$ cat src/rtl/cp0_unit.sv
// CP0 register file: BadVAddr, Count, Compare, Status, Cause, EPC.
// Takes the committed exception/mtc0 bundle, raises exceptions/eret and drives flush/redirect.
module cp0_unit #(
  parameter logic [31:0] EXC_VECTOR   = 32'hBFC0_0380,
  parameter logic [31:0] STATUS_RESET = 32'h0040_0000
) (
  input  logic        clk,
  input  logic        reset,
  input  logic        commit_valid,
  input  logic [31:0] commit_pc,
  input  logic        commit_bd,
  input  logic        exc_adel_if,
  input  logic        exc_ri,
  input  logic        exc_sys,
  input  logic        exc_bp,
  input  logic        exc_tr,
  input  logic        exc_ov,
  input  logic        exc_adel_d,
  input  logic        exc_ades,
  input  logic [31:0] data_vaddr,
  input  logic        eret,
  input  logic        cp0_wen,
  input  logic [4:0]  cp0_waddr,
  input  logic [31:0] cp0_wdata,
  input  logic [5:0]  ext_int,
  output logic [31:0] badvaddr,
  output logic [31:0] count,
  output logic [31:0] compare,
  output logic [31:0] status,
  output logic [31:0] cause,
  output logic [31:0] epc,
  output logic        flush,
  output logic [31:0] redirect_pc
);

  localparam logic [31:0] STATUS_WMASK = 32'h0000_FF03;

  logic [31:0] r_badvaddr, r_count, r_compare, r_status, r_cause, r_epc;
  logic        r_tick;

  logic        w_int_pend;
  logic        w_exc;
  logic [4:0]  w_code;
  logic        w_bad_en;
  logic [31:0] w_bad_addr;
  logic        w_eret;
  logic        w_wen;
  logic        w_count_wr;
  logic        w_compare_wr;
  logic        w_status_wr;
  logic        w_cause_wr;
  logic        w_epc_wr;
  logic [31:0] w_count_next;
  logic        w_ti_next;
  logic [31:0] w_cause_next;
  logic [31:0] w_status_next;

  assign w_int_pend = r_status[0] & ~r_status[1] & (|(r_cause[15:8] & r_status[15:8]));

  always_comb begin
    w_exc      = 1'b0;
    w_code     = 5'd0;
    w_bad_en   = 1'b0;
    w_bad_addr = 32'd0;
    if (commit_valid) begin
      if (w_int_pend) begin
        w_exc  = 1'b1;
        w_code = 5'd0;
      end else if (exc_adel_if) begin
        w_exc      = 1'b1;
        w_code     = 5'd4;
        w_bad_en   = 1'b1;
        w_bad_addr = commit_pc;
      end else if (exc_ri) begin
        w_exc  = 1'b1;
        w_code = 5'd10;
      end else if (exc_sys) begin
        w_exc  = 1'b1;
        w_code = 5'd8;
      end else if (exc_bp) begin
        w_exc  = 1'b1;
        w_code = 5'd9;
      end else if (exc_tr) begin
        w_exc  = 1'b1;
        w_code = 5'd13;
      end else if (exc_ov) begin
        w_exc  = 1'b1;
        w_code = 5'd12;
      end else if (exc_adel_d) begin
        w_exc      = 1'b1;
        w_code     = 5'd4;
        w_bad_en   = 1'b1;
        w_bad_addr = data_vaddr;
      end else if (exc_ades) begin
        w_exc      = 1'b1;
        w_code     = 5'd5;
        w_bad_en   = 1'b1;
        w_bad_addr = data_vaddr;
      end
    end
  end

  // An exception swallows eret/mtc0; eret beats a stray mtc0.
  assign w_eret       = commit_valid & eret & ~w_exc;
  assign w_wen        = commit_valid & cp0_wen & ~eret & ~w_exc;
  assign w_count_wr   = w_wen & (cp0_waddr == 5'd9);
  assign w_compare_wr = w_wen & (cp0_waddr == 5'd11);
  assign w_status_wr  = w_wen & (cp0_waddr == 5'd12);
  assign w_cause_wr   = w_wen & (cp0_waddr == 5'd13);
  assign w_epc_wr     = w_wen & (cp0_waddr == 5'd14);

  assign flush       = ~reset & (w_exc | w_eret);
  assign redirect_pc = reset ? 32'd0 : (w_exc ? EXC_VECTOR : (w_eret ? r_epc : 32'd0));

  // TI only fires when Count actually moves onto Compare, so a held count=compare after reset stays quiet.
  assign w_count_next = w_count_wr ? cp0_wdata : (r_count + {31'd0, r_tick});
  assign w_ti_next    = w_compare_wr ? 1'b0 :
                        (((w_count_wr | r_tick) && (w_count_next == r_compare)) ? 1'b1 : r_cause[30]);

  always_comb begin
    w_cause_next        = r_cause;
    w_cause_next[30]    = w_ti_next;
    w_cause_next[15:10] = {w_ti_next | ext_int[5], ext_int[4:0]};
    if (w_cause_wr) begin
      w_cause_next[9:8] = cp0_wdata[9:8];
    end
    if (w_exc) begin
      w_cause_next[6:2] = w_code;
      if (!r_status[1]) begin
        w_cause_next[31] = commit_bd;
      end
    end
  end

  always_comb begin
    w_status_next = r_status;
    if (w_status_wr) begin
      w_status_next = (STATUS_RESET & ~STATUS_WMASK) | (cp0_wdata & STATUS_WMASK);
    end
    if (w_exc) begin
      w_status_next[1] = 1'b1;
    end else if (w_eret) begin
      w_status_next[1] = 1'b0;
    end
  end

  always_ff @(posedge clk) begin
    if (reset) begin
      r_badvaddr <= 32'd0;
      r_count    <= 32'd0;
      r_compare  <= 32'd0;
      r_status   <= STATUS_RESET;
      r_cause    <= 32'd0;
      r_epc      <= 32'd0;
      r_tick     <= 1'b0;
    end else begin
      r_tick   <= ~r_tick;
      r_count  <= w_count_next;
      r_cause  <= w_cause_next;
      r_status <= w_status_next;
      if (w_compare_wr) begin
        r_compare <= cp0_wdata;
      end
      if (w_exc && w_bad_en) begin
        r_badvaddr <= w_bad_addr;
      end
      if (w_exc && !r_status[1]) begin
        r_epc <= commit_bd ? (commit_pc - 32'd4) : commit_pc;
      end else if (w_epc_wr) begin
        r_epc <= cp0_wdata;
      end
    end
  end

  assign badvaddr = r_badvaddr;
  assign count    = r_count;
  assign compare  = r_compare;
  assign status   = r_status;
  assign cause    = r_cause;
  assign epc      = r_epc;

endmodule

$ cat config.mk
export PLATFORM = sky130hd
export DESIGN_NAME = cp0_unit
export DESIGN_NICKNAME = d
export VERILOG_FILES = /design/src/rtl/cp0_unit.sv
export SDC_FILE = /design/constraint.sdc
export NUM_CORES = 1
export LEC_CHECK = 0
export ABC_AREA = 1
export CORE_UTILIZATION = 40
export DETAILED_ROUTE_END_ITERATION = 10
export GPL_ROUTABILITY_DRIVEN = 1
export GPL_TIMING_DRIVEN = 0
export MAX_ROUTING_LAYER = met4
export PLACE_DENSITY_LB_ADDON = 0.3
export SLEW_MARGIN = 20
export SYNTH_ARGS = -nofsm -noshare
export SYNTH_HDL_FRONTEND = slang
export SYNTH_SLANG_ARGS = --single-unit
$ cat constraint.sdc
create_clock -name clk -period 2 [get_ports clk]
set_input_delay 0.2 -clock clk [delete_from_list [all_inputs] [get_ports clk]]
set_output_delay 0.2 -clock clk [all_outputs]
set_load 0.05 [all_outputs]
==> out/metrics.yaml <==
ys_seq_area_share_pct: 33.6
setup_slack_ps: -482
end_kind: "flip-flop"
power.switching_mw: 2.77
violations: "setup timing"
arrival_ps: 2850
grt_pass1_vias: 10700
worst_slew_pin_slew_ps: 1010
fmax_mhz: 403
cts-root-buf: "clkbuf_16"
grt-ovfl-total: 0
clk_latency_ps: 440
intPower_mw: 5.97
maxSlewViolCount: 0
rows: 54
synth_warnings: 0
p_leak_nw: 6.55
grt_usage_pct: 33.9
drt_iter0_drc: 851
core_um2: 22100
min_period_over_period_pct: 124
num_vias: 11600
firstDrtPassIters: 5
period_minus_slack_ps: 2480
async_reset_ff_share_pct: 0
antenna_found_initial: 0
cts_tree: "built"
dieArea_um2: 23400
syn_area_um2: 9130
viasPerCell: 5.38
p_seq_share_pct: 37.0
critPathMaxFanout: 10
antenna_left: 0
htreeDepth: 4
hold_class: "input pin to flip-flop"
wl_met3_um: 3190
clockBufferDepth: 2
synth.distinct_cells: 47
synth-edff-count: 0
ys.flop_type: "dfxtp_1"
peakVddDrop_mv: 0.562
holdPathStages: 3
crit_required_ps: 2370
die_h_um: 153
wire_per_inst_um: 19.1
syn_avg_cell_area_um2: 6.38
grt_pass1_wl_um: 59300
dr_wl_met2_um: 20400
yosys-top-cells-area: "dfxtp_1 (34%), nand2_1 (14%), inv_1 (7.2%), nor2_1 (6.7%), o21ai_0 (5.4%)"
cts.sinks: 153
maxCapViolations: 0
area_growth_pct: 69.1
critical_path_class: "input pin to flip-flop"
clkPwrFrac_pct: 39.0
top_layer: "met4"
grt_max_degree: 17
dp.cells: 2052
rsz0062_at_grt: "yes"
syn_inst: 1430
die_x_um: 153
globalplace.congestion: 0.971
finalClockSkew_ps: 9.51
swShare_pct: 31.7
post-dp-hpwl_um: 30100
fillCellCount: 1805
outcome: "complete, but fails checks"
multi_input_area_um2: 5790
finalCoreUtilization_pct: 69.9
layout-drive-gt1-share_pct: 24.2
synth_common_cells: "nand2_1 (350), inv_1 (176), nor2_1 (164)"
wirelength_um: 41400
start_kind: "input pin"
reg2reg_depth: 19
met1_length_um: 15800
initial_core_util_pct: 41.3
clkTransAtPathRegs_ps: 60
power.density_nw_per_um2: 566
yosysMostFrequentCell: "nand2_1"
ios: 346
fin_nets: 1996
power_frac_comb_pct: 23.9
seq_area_um2: 3170
yosys.area.top_type_share_pct: 33.6
numCtsBuffers: 17
port_buffers: 304
finalSetupViolations: 69
route.detailed.drc: 0
yosys.area.top_type: "dfxtp_1"
hold_viol: 0
insertedDiodeCount: 0
slew_headroom_pct: 32.5
final_cells: 2165
synth-seq-cells: 153
## cells in the final DEF, fill, tap and decap left out, types with 33 or more instances in the layout
cell type	synthesis	final
nand3_1	94	86
dfxtp_1	153	107
buf_4	43	89
nor2_4	5	33
clkdlybuf4s50_1	0	252
nor2_1	164	122
a21oi_1	70	62
nand2_1	350	312
a31oi_1	44	44
o21ai_0	98	79
inv_1	176	158
conb_1	2	40
nand2_2	6	37
buf_6	2	51
## worst max-delay path, cell delays in order
cell             delay (ps)
clkdlybuf4s50_1         630
nand2_2                 210
nor4_4                  300
buf_2                   310
nand4_1                 210
nand3_1                 140
nand2_1                  60
nor2_1                   90
nand2_1                  70
nor2_2                  170
nand3_1                 100
o21bai_1                170
nand2_1                 120
nand2_1                  70
## metrics by stage
stage	worst slack (ps)	TNS [ps]	hold slack [ps]	instance area [um^2]	total power, mW
detailed placement	-1260	-112950	454	12900	5.10
global route	-599	-21670	125	15400	8.94
global placement	-1240	-104880	449	12900	5.08
floorplan	-164	-1870	297	9530	4.35
finish	-482	-16370	97.2	15400	8.73
CTS	-423	-9850	142	14600	8.56
## cells by family (layout without fill, tap and decap cells)
family | Yosys count | count (layout) | synth area share (%)
other | 2 | 40 | 0.0823
adders and majority gates | 3 | 3 | 0.411
and+or+nand+nor | 707 | 707 | 33.8
xor gates and xnor gates | 34 | 34 | 3.26
AOI/OAI and AO/OA | 247 | 247 | 15.1
buffers and inverters | 284 | 701 | 13.7
DFF | 153 | 153 | 33.6
## registers in the layout (all words and copies together), names as in the netlist
signal and cells:
r_tick 1, count 32, badvaddr 32, compare 32, status 10, cause 14, epc 32
## worst paths after layout
path	start	endpoint	slack, ps
worst max-delay path	cp0_waddr[0]	cause[15]	-480
worst min-delay path	commit_pc[2]	badvaddr[2]	100
worst max register to register	status[12]	cause[15]	-470
worst min register to register	cause[4]	cause[4]	460
## area by class of cell
| type | count | area share, % |
|---|---|---|
| Clock buffer | 22 | 3.07 |
| Sequential cell | 153 | 20.6 |
| Timing Repair Buffer | 388 | 26.2 |
| Inverter | 181 | 4.50 |
| Buffer | 100 | 4.99 |
| Multi-Input combinational cell | 1031 | 37.5 |
| Clock inverter | 10 | 0.900 |
| Tap cell | 280 | 2.27 |
## power groups by stage
stage / Sequential, mW / Combinational, mW / Clock (mW)
2_1_floorplan: 3.62 / 0.724 / 0
3_3_place_gp: 3.29 / 1.79 / 0
3_5_place_dp: 3.29 / 1.81 / 0
4_1_cts: 3.22 / 1.93 / 3.40
5_1_grt: 3.24 / 2.18 / 3.52
6_report: 3.23 / 2.09 / 3.41
## metal layers
| layer | vias to the layer above | track usage (%) |
|---|---|---|
| li1 | 5456 | - |
| met1 | 5411 | 38.8 |
| met2 | 638 | 58.2 |
| met3 | 138 | 6.38 |
| met4 | 0 | 13.4 |
| met5 | - | - |
## timing repair
| item | in CTS | in global routing |
|---|---|---|
| setup buffers | 43 | 32 |
| hold buffers | 0 | 0 |
| cloned | 5 | 6 |
| pin swaps | 38 | 51 |
| setup endpoints to repair | 143 | 139 |
| resized for setup | 404 | 209 |
Note: power is estimated with default switching activity, not from simulation.
